==> src/rtl/boot_loader_pkg.sv <==
// Shared types for the boot byte loader: FSM states, default sync marker, data word type.
package boot_loader_pkg;

  typedef enum logic [2:0] {
    StIdle,
    StLen0,
    StLen1,
    StAdr0,
    StAdr1,
    StData,
    StCsum
  } state_t;

  localparam logic [7:0] SYNC_BYTE = 8'hA5;

  typedef logic [31:0] word_t;

endpackage

==> src/rtl/boot_timeout_counter.sv <==
// Inter-byte timeout: counts idle cycles while running, clears on load, pulses expire_o.
module boot_timeout_counter #(
  parameter int unsigned ClkFrequency = 50_000_000,
  parameter int unsigned TimeoutMs    = 100
) (
  input  logic clk_i,
  input  logic rst_ni,
  input  logic load_i,
  input  logic run_i,
  output logic expire_o
);

  localparam longint unsigned Cycles = (64'(ClkFrequency) * 64'(TimeoutMs)) / 64'd1000;
  localparam int unsigned CntW = $clog2(Cycles + 64'd1);
  localparam logic [CntW-1:0] Last = CntW'(Cycles - 64'd1);

  logic [CntW-1:0] cnt_q;

  always_ff @(posedge clk_i or negedge rst_ni) begin
    if (!rst_ni) begin
      cnt_q <= '0;
    end else if (load_i || !run_i) begin
      cnt_q <= '0;
    end else if (cnt_q != Last) begin
      cnt_q <= cnt_q + CntW'(1);
    end
  end

  assign expire_o = run_i && !load_i && (cnt_q == Last);

endmodule

==> src/rtl/boot_byte_loader.sv <==
// Parses a framed boot image from the UART byte stream and writes it to program memory.
// Optional trailing checksum byte enabled by defining BOOT_LOADER_CHECKSUM_EN.
module boot_byte_loader
  import boot_loader_pkg::*;
#(
  parameter int unsigned ClkFrequency = 50_000_000,
  parameter int unsigned TimeoutMs    = 100,
  parameter int unsigned AddrWidth    = 16,
  parameter logic [7:0]  SyncByte     = SYNC_BYTE
) (
  input  logic                 clk_i,
  input  logic                 rst_ni,
  input  logic                 byte_valid_i,
  input  logic [7:0]           byte_data_i,
  output logic [AddrWidth-1:0] mem_addr_o,
  output word_t                mem_wdata_o,
  output logic                 mem_wr_valid_o,
  input  logic                 mem_wr_ready_i,
  output logic                 cpu_reset_o,
  output logic                 busy_o,
  output logic                 done_o,
  output logic                 error_o
);

  state_t                 state_q;
  logic [15:0]            words_q;  // writes not yet accepted
  logic [AddrWidth-1:0]   addr_q;
  logic [AddrWidth-1:0]   mem_addr_q;
  word_t                  word_q;
  word_t                  mem_wdata_q;
  logic [1:0]             idx_q;
  logic                   wr_valid_q;
  logic                   cpu_reset_q;
  logic                   done_q;
  logic                   error_q;
  logic                   boot_q;
  logic                   expire;
  logic                   run;
  logic                   wr_accept;
  word_t                  word_next;

  assign wr_accept = wr_valid_q && mem_wr_ready_i;
  assign word_next = {byte_data_i, word_q[31:8]};
  // Waiting on memory ready must not eat into the inter-byte budget.
  assign run       = (state_q != StIdle) && !wr_valid_q;

  boot_timeout_counter #(
    .ClkFrequency (ClkFrequency),
    .TimeoutMs    (TimeoutMs)
  ) u_timeout (
    .clk_i    (clk_i),
    .rst_ni   (rst_ni),
    .load_i   (byte_valid_i),
    .run_i    (run),
    .expire_o (expire)
  );

`ifdef BOOT_LOADER_CHECKSUM_EN
  logic [7:0] sum_q;

  always_ff @(posedge clk_i or negedge rst_ni) begin
    if (!rst_ni) begin
      sum_q <= '0;
    end else if (state_q == StIdle) begin
      sum_q <= '0;
    end else if (byte_valid_i && state_q != StCsum) begin
      sum_q <= sum_q + byte_data_i;
    end
  end
`endif

  always_ff @(posedge clk_i or negedge rst_ni) begin
    if (!rst_ni) begin
      state_q     <= StIdle;
      words_q     <= '0;
      addr_q      <= '0;
      mem_addr_q  <= '0;
      word_q      <= '0;
      mem_wdata_q <= '0;
      idx_q       <= '0;
      wr_valid_q  <= 1'b0;
      cpu_reset_q <= 1'b1;
      done_q      <= 1'b0;
      error_q     <= 1'b0;
      boot_q      <= 1'b1;
    end else begin
      if (wr_accept) begin
        wr_valid_q <= 1'b0;
        words_q    <= words_q - 16'd1;
      end
      unique case (state_q)
        StIdle: begin
          if (boot_q) begin
            boot_q      <= 1'b0;
            cpu_reset_q <= 1'b0;
          end
          if (byte_valid_i && byte_data_i == SyncByte) begin
            state_q     <= StLen0;
            done_q      <= 1'b0;
            error_q     <= 1'b0;
            cpu_reset_q <= 1'b1;
            idx_q       <= '0;
          end
        end
        StLen0: if (byte_valid_i) begin
          words_q[7:0] <= byte_data_i;
          state_q      <= StLen1;
        end
        StLen1: if (byte_valid_i) begin
          words_q[15:8] <= byte_data_i;
          state_q       <= StAdr0;
        end
        StAdr0: if (byte_valid_i) begin
          word_q[7:0] <= byte_data_i;
          state_q     <= StAdr1;
        end
        StAdr1: if (byte_valid_i) begin
          addr_q <= AddrWidth'({byte_data_i, word_q[7:0]});
          if (words_q == 16'd0) begin
`ifdef BOOT_LOADER_CHECKSUM_EN
            state_q     <= StCsum;
`else
            state_q     <= StIdle;
            done_q      <= 1'b1;
            cpu_reset_q <= 1'b0;
`endif
          end else begin
            state_q <= StData;
          end
        end
        StData: begin
          // Once the last word is queued, further bytes are not part of the data.
          if (byte_valid_i && !(wr_valid_q && words_q == 16'd1)) begin
            word_q <= word_next;
            idx_q  <= idx_q + 2'd1;
            if (idx_q == 2'd3) begin
              if (wr_valid_q && !mem_wr_ready_i) begin
                error_q    <= 1'b1;
                wr_valid_q <= 1'b0;
                state_q    <= StIdle;
              end else begin
                mem_wdata_q <= word_next;
                mem_addr_q  <= addr_q;
                addr_q      <= addr_q + AddrWidth'(1);
                wr_valid_q  <= 1'b1;
              end
            end
          end
          if (wr_accept && words_q == 16'd1) begin
`ifdef BOOT_LOADER_CHECKSUM_EN
            state_q     <= StCsum;
`else
            state_q     <= StIdle;
            done_q      <= 1'b1;
            cpu_reset_q <= 1'b0;
`endif
          end
        end
`ifdef BOOT_LOADER_CHECKSUM_EN
        StCsum: if (byte_valid_i) begin
          state_q <= StIdle;
          if (byte_data_i == sum_q) begin
            done_q      <= 1'b1;
            cpu_reset_q <= 1'b0;
          end else begin
            error_q <= 1'b1;
          end
        end
`endif
        default: state_q <= StIdle;
      endcase
      if (expire) begin
        error_q    <= 1'b1;
        wr_valid_q <= 1'b0;
        state_q    <= StIdle;
      end
    end
  end

  assign mem_addr_o     = mem_addr_q;
  assign mem_wdata_o    = mem_wdata_q;
  assign mem_wr_valid_o = wr_valid_q;
  assign cpu_reset_o    = cpu_reset_q;
  assign busy_o         = (state_q != StIdle);
  assign done_o         = done_q;
  assign error_o        = error_q;

endmodule

==> config.mk <==
export PLATFORM = sky130hd
export DESIGN_NAME = boot_byte_loader
export DESIGN_NICKNAME = d
export VERILOG_FILES = /design/src/rtl/boot_loader_pkg.sv /design/src/rtl/boot_timeout_counter.sv /design/src/rtl/boot_byte_loader.sv
export SDC_FILE = /design/constraint.sdc
export NUM_CORES = 1
export LEC_CHECK = 0
export BUFFER_PORTS_ARGS = -buffer_cell sky130_fd_sc_hd__buf_2
export CORE_MARGIN = 1
export CORE_UTILIZATION = 57
export DETAILED_ROUTE_END_ITERATION = 7
export PLACE_DENSITY = 0.89
export SLEW_MARGIN = 20
export SYNTH_ARGS = -nofsm -noshare
export SYNTH_HDL_FRONTEND = slang
export SYNTH_SLANG_ARGS = --single-unit
==> constraint.sdc <==
create_clock -name clk_i -period 6.11 [get_ports clk_i]
set_input_delay 0.3055 -clock clk_i [delete_from_list [all_inputs] [get_ports clk_i]]
set_output_delay 0.3055 -clock clk_i [all_outputs]
set_load 0.005 [all_outputs]
Yosys cells after proc, flatten, opt, wreduce, memory -nomap -nowiden
Index checks and enable logic that the tools add are counted.
{"block": "word_totals", "out_inout_bits": 53, "ff_bits": 145}
{"block": "op_classes", "n_eq_ne": 30, "bitwise_logic": 1, "add_sub_neg": 4, "n_reduce_logical": 33, "mux": 52}
{"operator": "16-bit 2-to-1 mux", "n": 5}
{"operator": "8-bit 2-to-1 mux", "n": 6}
{"operator": "23-bit 2-to-1 mux", "n": 2}
{"operator": "3-bit 2-to-1 mux", "n": 11}
{"operator": "16-bit one-hot mux with 2 select lines", "n": 1}
{"operator": "3-bit != test (second input constant)", "n": 9}
{"operator": "23-bit by 1-bit adder with 23-bit output (second input constant)", "n": 1}
{"operator": "23-bit == test (second input constant)", "n": 1}
{"operator": "23-bit != test (second input constant)", "n": 1}
{"operator": "5-bit AND reduction", "n": 4}
{"operator": "1-bit 2-to-1 mux", "n": 19}
{"operator": "3-bit one-hot mux with 6 select lines", "n": 1}
{"operator": "16-bit by 1-bit adder with 16-bit output (second input constant)", "n": 1}
{"operator": "16-bit by 1-bit == test with 1-bit output (second input constant)", "n": 1}
{"operator": "16-bit logical NOT", "n": 1}
{"operator": "2-bit != test (second input constant)", "n": 8}
{"operator": "8-bit one-hot mux with 2 select lines", "n": 1}
{"operator": "16-bit by 1-bit subtractor with 16-bit output (second input constant)", "n": 1}
{"operator": "4-bit != test (second input constant)", "n": 3}
{"operator": "1-bit logical AND", "n": 9}
{"operator": "3-bit nonzero test", "n": 3}
{"operator": "8-bit == test (second input constant)", "n": 1}
{"operator": "8-bit AND reduction", "n": 1}
{"operator": "2-bit nonzero test", "n": 4}
{"operator": "16 further kinds", "n": 25}

Depth between registers and ports, before layout
Gate-level depths: netlist of run 1.
{"block": "logic_depth", "ltp_word": 8, "mapped_depth": 9}

Cells and area by module
Synthesis of run 1 repeated with hierarchy kept, for this count alone.
{"block": "unflattened", "cells_unflattened": 640, "area_unflattened_um2": 7074.3}
{"mod": "boot_byte_loader", "cells_each": 501, "instances": 1, "seq_area_each_um2": 3055.4, "area_each_um2": 5729.2}
{"mod": "boot_timeout_counter", "cells_each": 139, "instances": 1, "seq_area_each_um2": 575.6, "area_each_um2": 1345.0}

Worst setup path after synthesis of run 1
Ideal clock, no wire load.
{"block": "synth_path", "kind": "flip-flop to flip-flop", "from": "reg words_q[12]", "to": "reg mem_addr_q[0], in the netlist mem_addr_o[0]", "period_less_slack_ps": 2206, "setup_ps": 125, "arrival_ps": 2081, "setup_slack_ps": 3904, "n_path_buf": 2, "stages_incl_launch_ff": 8, "cell_sequence": "dfrtp_1 or4_4 nand2b_4 nor3_4 or4_4 buf_12 buf_12 mux2_4"}
{"block": "synth_between", "elab_chain_cells": 5}
{"item": "start: declaration", "line": "boot_byte_loader.sv:26", "rtl": "logic [15:0] words_q;"}
{"item": "start signal: assignment", "line": "boot_byte_loader.sv:89", "rtl": "words_q <= words_q - 16'd1;"}
{"item": "start signal: assignment", "line": "boot_byte_loader.sv:110", "rtl": "words_q[15:8] <= byte_data_i;"}
{"item": "16-bit by 1-bit == test with 1-bit output", "line": "boot_byte_loader.sv:133", "rtl": "if (byte_valid_i && !(wr_valid_q && words_q == 16'd1)) begin"}
{"item": "1-bit logical AND", "line": "boot_byte_loader.sv:133"}
{"item": "1-bit logical NOT", "line": "boot_byte_loader.sv:133"}
{"item": "1-bit logical AND", "line": "boot_byte_loader.sv:133"}
{"item": "4-bit AND reduction (no source line)"}
{"item": "end signal: assignment", "line": "boot_byte_loader.sv:143", "rtl": "mem_addr_q <= addr_q;"}
{"item": "end: declaration", "line": "boot_byte_loader.sv:28", "rtl": "logic [AddrWidth-1:0] mem_addr_q;"}
Every way passes these cells.
A chain may end at the register's enable or synchronous reset.

Worst setup path in the final report of run 1
{"block": "layout_path", "from": "reg state_q[2]", "to": "reg mem_wdata_q[26], in the netlist mem_wdata_o[26]"}
{"block": "layout_between", "elab_chain_cells": 2}
{"item": "start: declaration", "line": "boot_byte_loader.sv:25", "rtl": "state_t state_q;"}
{"item": "start signal: assignment", "line": "boot_byte_loader.sv:74", "rtl": "state_q <= StIdle;"}
{"item": "start signal: assignment", "line": "boot_byte_loader.sv:98", "rtl": "state_q <= StLen0;"}
{"item": "start signal: assignment", "line": "boot_byte_loader.sv:107", "rtl": "state_q <= StLen1;"}
{"item": "3-bit == test", "line": "boot_byte_loader.sv:91", "rtl": "unique case (state_q)"}
{"item": "4-bit AND reduction (no source line)"}
{"item": "end signal: assignment", "line": "boot_byte_loader.sv:142", "rtl": "mem_wdata_q <= word_next;"}
{"item": "end: declaration", "line": "boot_byte_loader.sv:30", "rtl": "word_t mem_wdata_q;"}
Every way passes these cells.

==> out/results.tsv, run 1 <==
stage	metric	value	unit
logic_synthesis	synth.avg_cell_area	11.3	um2
cells_and_area	fin_cells	840	
critical_path	cp_cell_sequence	nor2b_1, nand2_1, or4_4, mux2_4	
detailed_routing	drtPass1Iterations	5	
timing	final_max_slew_viol_count	0	
pwr	power.leakage	3.86	nW
timing	finalHoldViolCount	0	
hold_path	hold_path.class	input pin to flip-flop	
clocking	htreeDepth	4	
cells_and_area	drive_above_1_share	27.7	%
timing	finClkSkew	0.00990	ns
critical_path	end_kind	flip-flop	
floorplanning	core-area	0.0120	mm2
detailed_routing	drc_errors	0	
floorplanning	io_pins	65	
placed_design	globalplace.congestion	0.958	
timing	setup-tns-final	0	ns
logic_synthesis	synthesis.area	0.00703	mm2
floorplanning	row_count	40	
global_route	grt_remaining_overflow	0	
placed_design	placedCellCount	807	
logic_synthesis	ys_warn_count	0	
timing	holdWs	0.234	ns
logic_synthesis	synthesis.nets	637	
timing	max_slew.worst_pin.slew	1.04	ns
placed_design	dp_slack	3.15	ns
pwr	vdd_ir_drop_max	0.198	mV
logic_synthesis	syn_inst	619	
global_route	grt_max_degree	78	
critical_path	crit_required	6.42	ns
cells_and_area	area_growth	13.4	%
timing	rsz0062_at_grt	no	
timing	period_needed	3.05	ns
global_route	grt_usage	26.3	%
logic_synthesis	synth_edf_count	0	
floorplanning	dieArea	0.0128	mm2
critical_path	worstPathMaxFanout	48	
clocking	cts_tree	done	
placed_design	io_buffers	64	
cells_and_area	fin_nets	698	
cells_and_area	nFillCells	852	
timing	maxSlewHeadroom	30.9	%
cells_and_area	final_common_cell	dfrtp_1	
run_status	status	finished, final reports clean	
timing	setup_slack	3.06	ns
critical_path	path_delay_family	simple AND/OR/NAND/NOR gates	
flow_run	max-cap-violations	0	
detailed_routing	totalWireLength	15500	um
global_route	grt_pass1_vias	5139	
clocking	cts.reportedPaths.clkPinSlew	0.06	ns
logic_synthesis	ys_seq_area_share	51.7	%
logic_synthesis	ys.flop_type	dfrtp_1	
clocking	cts.sinks	145	
detailed_routing	vias	5162	
logic_synthesis	synth_cell_types	69	
floorplanning	die_height	113	um
clocking	cts_root_buffer	clkbuf_16	
global_route	gr-usage-met3	7.50	%
cells_and_area	final_cell_mix	143 x dfrtp_1, 70 x nand2_1, 63 x buf_2	
clocking	post_cts_resized	0	
detailed_routing	drtIter0Drc	594	
critical_path	startpoint_type	flip-flop	
critical_path	path_class	flip-flop to flip-flop	
logic_synthesis	synth-async-reset-ratio	100	%
pwr	p_per_area	386	mW/mm2
global_route	met1_usage	33.1	%
timing	fin_crit_sh	49.9	%
global_route	met2_usage	42.4	%
detailed_routing	ant_nets	0	
clocking	clk_latency	0.43	ns
critical_path	crit_path_max_incr_delay	1.07	ns
clocking	cts_buffers	17	
global_route	grt-busiest-layer	met2	
critical_path	worstPathArrival	3.36	ns
clocking	cts_max_path_buffers	2	
cells_and_area	antenna_cells	0	
critical_path	path_buf_inv	0	
floorplanning	initial_core_util	58.5	%
timing	setup_viol	0	
detailed_routing	wl_per_cell	18.5	um
placed_design	hpwlAfterDp	10300	um
detailed_routing	avgViaCountPerCell	6.15	
timing	fmax	328	MHz
floorplanning	die_width	113	um
global_route	antenna_found_initial	0	
critical_path	cpMaxStageDelayCell	or4_4	
global_route	grt_pass1_wl	25900	um
logic_synthesis	synth_seq_cells	145	
[layout make-up]
cell class	instances	area, um2	area share [%]
clock inverters	11	105	1.32
flip-flops and latches	145	3630	45.6
multi-input cells	435	3170	39.8
inverters	12	45.0	0.566
clock buffers	21	460	5.78
repair buffers	69	367	4.60
well taps	147	184	2.31
[where the power goes]
group / total [mW] / internal, mW / switching, mW
sequential: 1.40 / 1.16 / 0.233
combinational: 0.688 / 0.321 / 0.367
clock: 0.987 / 0.583 / 0.404
[routing by layer]
metal	routed length, um	vias to the layer above
met5	0	-
li1	-	2360
met3	960	47
met1	6430	2541
met4	499	0
met2	7620	214
[final timing paths]
| path | start | to | slack, ns | depth (start not counted) |
|---|---|---|---|---|
| worst max register to register | state_q[2] | mem_wdata_o[26] | 3.06 | 4 |
| max in group asynchronous | rst_ni | u_timeout.cnt_q[20] | 4.31 | 3 |
| worst min register to register | boot_q | boot_q | 0.48 | 1 |
| worst max-delay path | state_q[2] | mem_wdata_o[26] | 3.06 | 4 |
| min in group asynchronous | rst_ni | mem_wdata_o[6] | 0.44 | 2 |
| worst min-delay path | byte_data_i[2] | words_q[10] | 0.23 | 3 |
[synth_stat cells (3+ instances only)]
| cell | number | area [um2] |
|---|---|---|
| a211oi_1 | 3 | 22.5 |
| a21oi_1 | 23 | 115 |
| a22o_1 | 3 | 26.3 |
| a31oi_1 | 8 | 50.1 |
| and2_1 | 4 | 25.0 |
| and3_1 | 4 | 25.0 |
| and4_1 | 4 | 35.0 |
| buf_1 | 3 | 11.3 |
| buf_12 | 3 | 60.1 |
| buf_2 | 4 | 20.0 |
| buf_4 | 4 | 30.0 |
| clkbuf_1 | 12 | 45.0 |
| dfrtp_1 | 143 | 3580 |
| ha_1 | 6 | 75.1 |
| inv_1 | 12 | 45.0 |
| mux2_2 | 53 | 597 |
| mux2_4 | 28 | 420 |
| nand2_1 | 70 | 263 |
| nand3_1 | 21 | 105 |
| nand4_1 | 13 | 81.3 |
| nor2_1 | 50 | 188 |
| nor2b_1 | 4 | 25.0 |
| nor3_1 | 15 | 75.1 |
| nor4_1 | 9 | 56.3 |
| o21ai_0 | 24 | 120 |
| o22a_1 | 6 | 52.6 |
| o22ai_1 | 5 | 31.3 |
| o2bb2a_1 | 3 | 30.0 |
| or4_4 | 3 | 33.8 |
| xnor2_1 | 15 | 131 |
| xor2_1 | 17 | 149 |
[registers in the layout, summed over array words and instances (netlist names)]
name and cells:
mem_wdata_o 32, word_q 32, u_timeout.cnt_q 23, addr_q 16, mem_addr_o 16, words_q 16
state_q 3, idx_q 2, boot_q 1, cpu_reset_o 1, done_o 1, error_o 1
mem_wr_valid_o 1
[logic make-up after synthesis]
family                     after synthesis  synth area share, %
AOI/OAI and AO/OA                      102                 10.2
DFF                                    145                 51.7
xor gates and xnor gates                32                 3.99
adders and majority gates                6                 1.07
muxes                                   82                 14.6
and+or+nand+nor                        213                 15.3
buffers and inverters                   39                 3.17
[worst register-to-register path: cells and delay by family (launching register included)]
kind | cells | cell delay, ns
DFF | 1 | 0.51
muxes | 1 | 0.47
and+or+nand+nor | 3 | 1.95
[per-stage QoR]
stage	power [mW]	util [%]	instance area, um2
6_report	3.07	66.3	7960
3_3_place_gp	2.01	61.5	7390
2_1_floorplan	1.86	-	7030
4_1_cts	3.06	66.3	7960
3_5_place_dp	2.07	61.5	7390
5_1_grt	3.22	66.3	7960
[timing repair]
item,CTS,global route
hold endpoints to repair,68,0
hold buffers,1,0
buffers inserted,0,0
Note: power is estimated with default switching activity, not from simulation.
==> inputs of run 2 (changes only) <==
--- a/config.mk
+++ b/config.mk
@@ -7,9 +7,9 @@
 export LEC_CHECK = 0
 export BUFFER_PORTS_ARGS = -buffer_cell sky130_fd_sc_hd__buf_2
 export CORE_MARGIN = 1
-export CORE_UTILIZATION = 57
+export CORE_UTILIZATION = 54
 export DETAILED_ROUTE_END_ITERATION = 7
-export PLACE_DENSITY = 0.89
+export PLACE_DENSITY = 0.88
 export SLEW_MARGIN = 20
 export SYNTH_ARGS = -nofsm -noshare
 export SYNTH_HDL_FRONTEND = slang
==> constraint.sdc (replaced) <==
create_clock -name clk_i -period 2.5 [get_ports clk_i]
set_input_delay 0.125 -clock clk_i [delete_from_list [all_inputs] [get_ports clk_i]]
set_output_delay 0.125 -clock clk_i [all_outputs]
set_load 0.005 [all_outputs]
==> out/results.tsv, run 2 (same netlist as run 1, synthesis figures left out) <==
stage	metric	value	unit
run_status	status	finished, final reports clean	
flow_run	max-cap-violations	0	
timing	holdWs	0.0614	ns
floorplanning	initial_core_util	55.4	%
timing	fin_crit_sh	96.0	%
timing	finalHoldViolCount	0	
timing	maxSlewHeadroom	55.5	%
floorplanning	row_count	41	
cells_and_area	antenna_cells	0	
global_route	grt_max_degree	64	
clocking	clk_latency	0.43	ns
detailed_routing	drc_errors	0	
critical_path	rrSetupSlack	0.1	ns
global_route	grt_remaining_overflow	0	
placed_design	dp_slack	0.152	ns
clocking	cts_root_buffer	clkbuf_16	
cells_and_area	drive_above_1_share	29.1	%
pwr	p_per_area	939	mW/mm2
pwr	power.leakage	3.97	nW
cells_and_area	fin_nets	711	
detailed_routing	avgViaCountPerCell	6.02	
detailed_routing	totalWireLength	16200	um
timing	setup-tns-final	0	ns
clocking	cts_tree	done	
critical_path	end_kind	flip-flop	
cells_and_area	nFillCells	908	
timing	setup_slack	0.0991	ns
clocking	htreeDepth	4	
global_route	grt_pass1_wl	26700	um
clocking	cts.sinks	145	
global_route	antenna_found_initial	0	
timing	setup_viol	0	
timing	final_max_slew_viol_count	0	
timing	rsz0062_at_grt	no	
critical_path	cpMaxStageDelayCell	or4_4	
placed_design	globalplace.congestion	0.936	
global_route	grt_usage	26.2	%
cells_and_area	finalInstanceArea	0.00816	mm2
floorplanning	io_pins	65	
clocking	cts_buffers	17	
floorplanning	core-area	0.0127	mm2
clocking	cts_max_path_buffers	2	
critical_path	worstPathArrival	2.71	ns
detailed_routing	drtPass1Iterations	5	
hold_path	hold_path.class	input pin to flip-flop	
cells_and_area	final_cell_mix	143 x dfrtp_1, 70 x nand2_1, 63 x buf_2	
critical_path	cp_cell_sequence	or4_4, and4bb_2, a31o_4, nand2_1, a311o_1	
floorplanning	dieArea	0.0135	mm2
critical_path	crit_path_max_incr_delay	0.58	ns
cells_and_area	final_common_cell	dfrtp_1	
critical_path	crit_required	2.81	ns
critical_path	worstPathMaxFanout	17	
clocking	post_cts_resized	0	
placed_design	hpwlAfterDp	11100	um
timing	finClkSkew	0.00979	ns
clocking	cts.reportedPaths.clkPinSlew	0.06	ns
floorplanning	die_width	116	um
timing	max_slew.worst_pin.slew	0.661	ns
detailed_routing	ant_nets	0	
placed_design	io_buffers	64	
detailed_routing	vias	5279	
critical_path	startpoint_type	flip-flop	
floorplanning	die_height	116	um
critical_path	path_class	flip-flop to flip-flop	
pwr	total_power	7.66	mW
detailed_routing	wl_per_cell	18.4	um
detailed_routing	drtIter0Drc	442	
cells_and_area	area_growth	16.1	%
global_route	grt_pass1_vias	5208	
timing	fmax	417	MHz
timing	period_needed	2.40	ns
placed_design	place_area	0.00757	mm2
pwr	vdd_ir_drop_max	0.554	mV
run 2: cell count changes in the layout (fill, tap and decap cells not counted):
cell,delta
clkinvlp_4,-3
buf_4,+9
inv_6,-2
bufinv_16,+1
clkbuf_1,-1
clkinv_2,+3
buf_12,+4
clkbuf_8,+1
run 2: per-layer routing:
metal	share of wire [%]	global-route usage, %	vias to the layer above
met1	41	32.8	2609
met5	0	0	-
met4	4.0	13.9	0
met3	5.8	5.49	54
li1	-	-	2385
met2	50	42.9	231
run 2: area by class of cell:
type / instances / area (um2) / share of cell area (%)
timing repair buffer: 82 / 514 / 6.30
inverter: 12 / 45.0 / 0.552
clock buffer: 21 / 470 / 5.77
multi-input combinational: 435 / 3170 / 38.9
sequential: 145 / 3630 / 44.5
tap: 172 / 215 / 2.64
clock inverter: 10 / 110 / 1.35
run 2: timing repair:
item	in CTS	in global routing
setup buffers	0	0
hold endpoints to repair	61	0
hold buffers	1	0
run 2: worst paths after layout:
| path | from | to | cells past startpoint |
|---|---|---|---|
| min in group asynchronous | rst_ni | mem_addr_o[14] | 2 |
| max in group asynchronous | rst_ni | cpu_reset_o | 3 |
| min | byte_data_i[1] | words_q[9] | 3 |
| max | words_q[4] | addr_q[0] | 5 |
| min reg2reg | mem_addr_o[6] | mem_addr_o[6] | 1 |
| max reg2reg | words_q[4] | addr_q[0] | 5 |
run 2: metrics by stage:
step                instances  util [%]
floorplan                 619         -
global placement          845      59.7
detailed placement        845      59.7
CTS                       877      64.4
global route              877      64.4
finish                    877      64.4
run 2: where the power goes:
| part | switching, mW | leakage [nW] | internal (mW) | total (mW) |
|---|---|---|---|---|
| Clock | 0.956 | 0.288 | 1.53 | 2.49 |
| Sequential | 0.573 | 1.93 | 2.84 | 3.41 |
| Combinational | 0.926 | 1.76 | 0.829 | 1.75 |
run 2: worst max-delay path, delay by kind of cell, from the launching register on:
family          cells  cell delay (ns)
simple gates        3             1.15
compound gates      2             0.69
flops               1             0.44
==> inputs of run 3 (changes only) <==
--- a/config.mk
+++ b/config.mk
@@ -7,9 +7,10 @@
 export LEC_CHECK = 0
 export BUFFER_PORTS_ARGS = -buffer_cell sky130_fd_sc_hd__buf_2
 export CORE_MARGIN = 1
-export CORE_UTILIZATION = 54
+export CORE_UTILIZATION = 56
+export CTS_BUF_LIST = sky130_fd_sc_hd__clkbuf_8
 export DETAILED_ROUTE_END_ITERATION = 7
-export PLACE_DENSITY = 0.88
+export PLACE_DENSITY = 0.91
 export SLEW_MARGIN = 20
 export SYNTH_ARGS = -nofsm -noshare
 export SYNTH_HDL_FRONTEND = slang
==> out/results.tsv, run 3 (same netlist as run 1, synthesis figures left out) <==
stage	metric	value	unit
pwr	total_power	7.06	mW
detailed_routing	wl_per_cell	18.3	um
timing	max_slew.worst_pin.slew	0.673	ns
pwr	pwr-share-comb	25.8	%
timing	rsz0062_at_grt	no	
floorplanning	row_count	40	
cells_and_area	final_cell_mix	143 x dfrtp_1, 70 x nand2_1, 63 x buf_2	
detailed_routing	avgViaCountPerCell	5.97	
critical_path	worstPathMaxFanout	8	
detailed_routing	drc_errors	0	
detailed_routing	maxUsedRoutingLayer	met4	
critical_path	worstPathArrival	2.63	ns
pwr	vdd_ir_drop_max	0.319	mV
detailed_routing	totalWireLength	16100	um
clocking	cts_max_path_buffers	2	
floorplanning	dieArea	0.0130	mm2
cells_and_area	antenna_cells	0	
cells_and_area	nFillCells	894	
floorplanning	initial_core_util	58.0	%
pwr	power.leakage	3.91	nW
cells_and_area	fin_nets	715	
detailed_routing	vias	5238	
flow_run	max-cap-violations	0	
global_route	grt_max_degree	62	
timing	period_needed	2.32	ns
clocking	cts_tree	done	
clocking	cts_root_buffer	clkbuf_8	
clocking	htreeDepth	4	
cells_and_area	drive_above_1_share	29.2	%
floorplanning	core-area	0.0121	mm2
clocking	clk_latency	0.46	ns
detailed_routing	wl_met1	6560	um
critical_path	startpoint_type	flip-flop	
floorplanning	die_height	114	um
timing	fin_crit_sh	92.6	%
timing	setup_viol	0	
pwr	swShare	33.5	%
placed_design	io_buffers	64	
timing	maxSlewHeadroom	54.7	%
timing	final_max_slew_viol_count	0	
run_status	status	finished, final reports clean	
pwr	clkPwrFrac	26.3	%
pwr	p_per_area	882	mW/mm2
critical_path	crit_required	2.81	ns
pwr	seqPwrFrac	48.0	%
critical_path	path_class	flip-flop to flip-flop	
placed_design	hpwlAfterDp	11200	um
detailed_routing	met2WireLength	7780	um
clocking	cts.sinks	145	
global_route	grt_remaining_overflow	0	
detailed_routing	dr_wl_met3	1010	um
global_route	grt_pass1_wl	26800	um
pwr	p_sw	2.36	mW
clocking	cts_buffers	17	
detailed_routing	drtIter0Drc	454	
timing	finalHoldViolCount	0	
cells_and_area	final_common_cell	dfrtp_1	
critical_path	end_kind	flip-flop	
clocking	post_cts_buffers	0	
floorplanning	die_width	114	um
global_route	grt_usage	27.1	%
floorplanning	io_pins	65	
timing	fmax	432	MHz
detailed_routing	ant_nets	0	
timing	finClkSkew	0.0145	ns
detailed_routing	drtPass1Iterations	5	
timing	setup-tns-final	0	ns
clocking	cts.reportedPaths.clkPinSlew	0.07	ns
global_route	grt_pass1_vias	5297	
cells_and_area	area_growth	13.9	%
placed_design	globalplace.congestion	0.955	
critical_path	rrSetupSlack	0.18	ns
pwr	p_int	4.69	mW
global_route	antenna_found_initial	0	
hold_path	hold_path.class	input pin to flip-flop	
run 3: changes by cell type in the layout (fill, tap and decap cells not counted):
| cell | delta |
|---|---|
| buf_4 | +4 |
| clkinv_4 | -2 |
| clkbuf_1 | -1 |
| clkinvlp_4 | +3 |
| bufinv_16 | +1 |
| clkinv_2 | -2 |
| clkbuf_8 | +15 |
| clkbuf_16 | -17 |
| inv_1 | +4 |
run 3: what timing repair did:
item / 4_1_cts / 5_1_grt
resized for setup: 0 / 0
hold endpoints to repair: 54 / 0
hold buffers: 1 / 0
run 3: power by group through the flow:
stage,combinational [mW],sequential [mW],clock [mW]
2_1_floorplan,1.34,3.20,0
3_3_place_gp,1.69,3.37,0
3_5_place_dp,1.78,3.41,0
4_1_cts,1.81,3.37,1.88
5_1_grt,2.01,3.45,1.99
6_report,1.82,3.39,1.85
run 3: worst paths after layout:
| kind | cells after the start | end | startpoint |
|---|---|---|---|
| min in group asynchronous | 2 | word_q[5] | rst_ni |
| min | 3 | words_q[0] | byte_data_i[0] |
| max | 5 | state_q[0] | u_timeout.cnt_q[10] |
| max in group asynchronous | 3 | addr_q[6] | rst_ni |
| min reg2reg | 1 | boot_q | boot_q |
| max reg2reg | 5 | state_q[0] | u_timeout.cnt_q[10] |
run 3: worst max-delay path: stages (launching register included):
cell and delay [ns]:
dfrtp_1 0.41, or4b_2 0.72, nor4_4 0.50, nand2_1 0.23, o22ai_1 0.23, a21oi_1 0.08
run 3: per-stage QoR:
stage | instance area [um2] | hold slack (ns) | setup slack (ns) | util, % | cells
final | 8000 | 0.0433 | 0.184 | 66.1 | 878
after global routing | 8000 | 0.0189 | 0.0641 | 66.1 | 878
after detailed placement | 7590 | 0.124 | 0.229 | 62.7 | 845
after global placement | 7590 | 0.113 | 0.280 | 62.7 | 845
after floorplan | 7030 | -0.171 | 0.294 | - | 619
after CTS | 8000 | 0.00454 | 0.195 | 66.1 | 878
run 3: final cells by class:
class / instances / area [um2] / share of cell area [%]
well taps: 168 / 210 / 2.63
flip-flops and latches: 145 / 3630 / 45.4
clock inverters: 14 / 150 / 1.88
inverters: 12 / 45.0 / 0.563
clock buffers: 18 / 248 / 3.10
multi-input cells: 435 / 3170 / 39.6
repair buffers: 86 / 544 / 6.80
run 3: metal layers:
metal	vias up	global-route usage, %
met5	-	0
met4	0	15.2
met3	60	6.75
met2	218	43.0
met1	2575	34.0
li1	2385	-
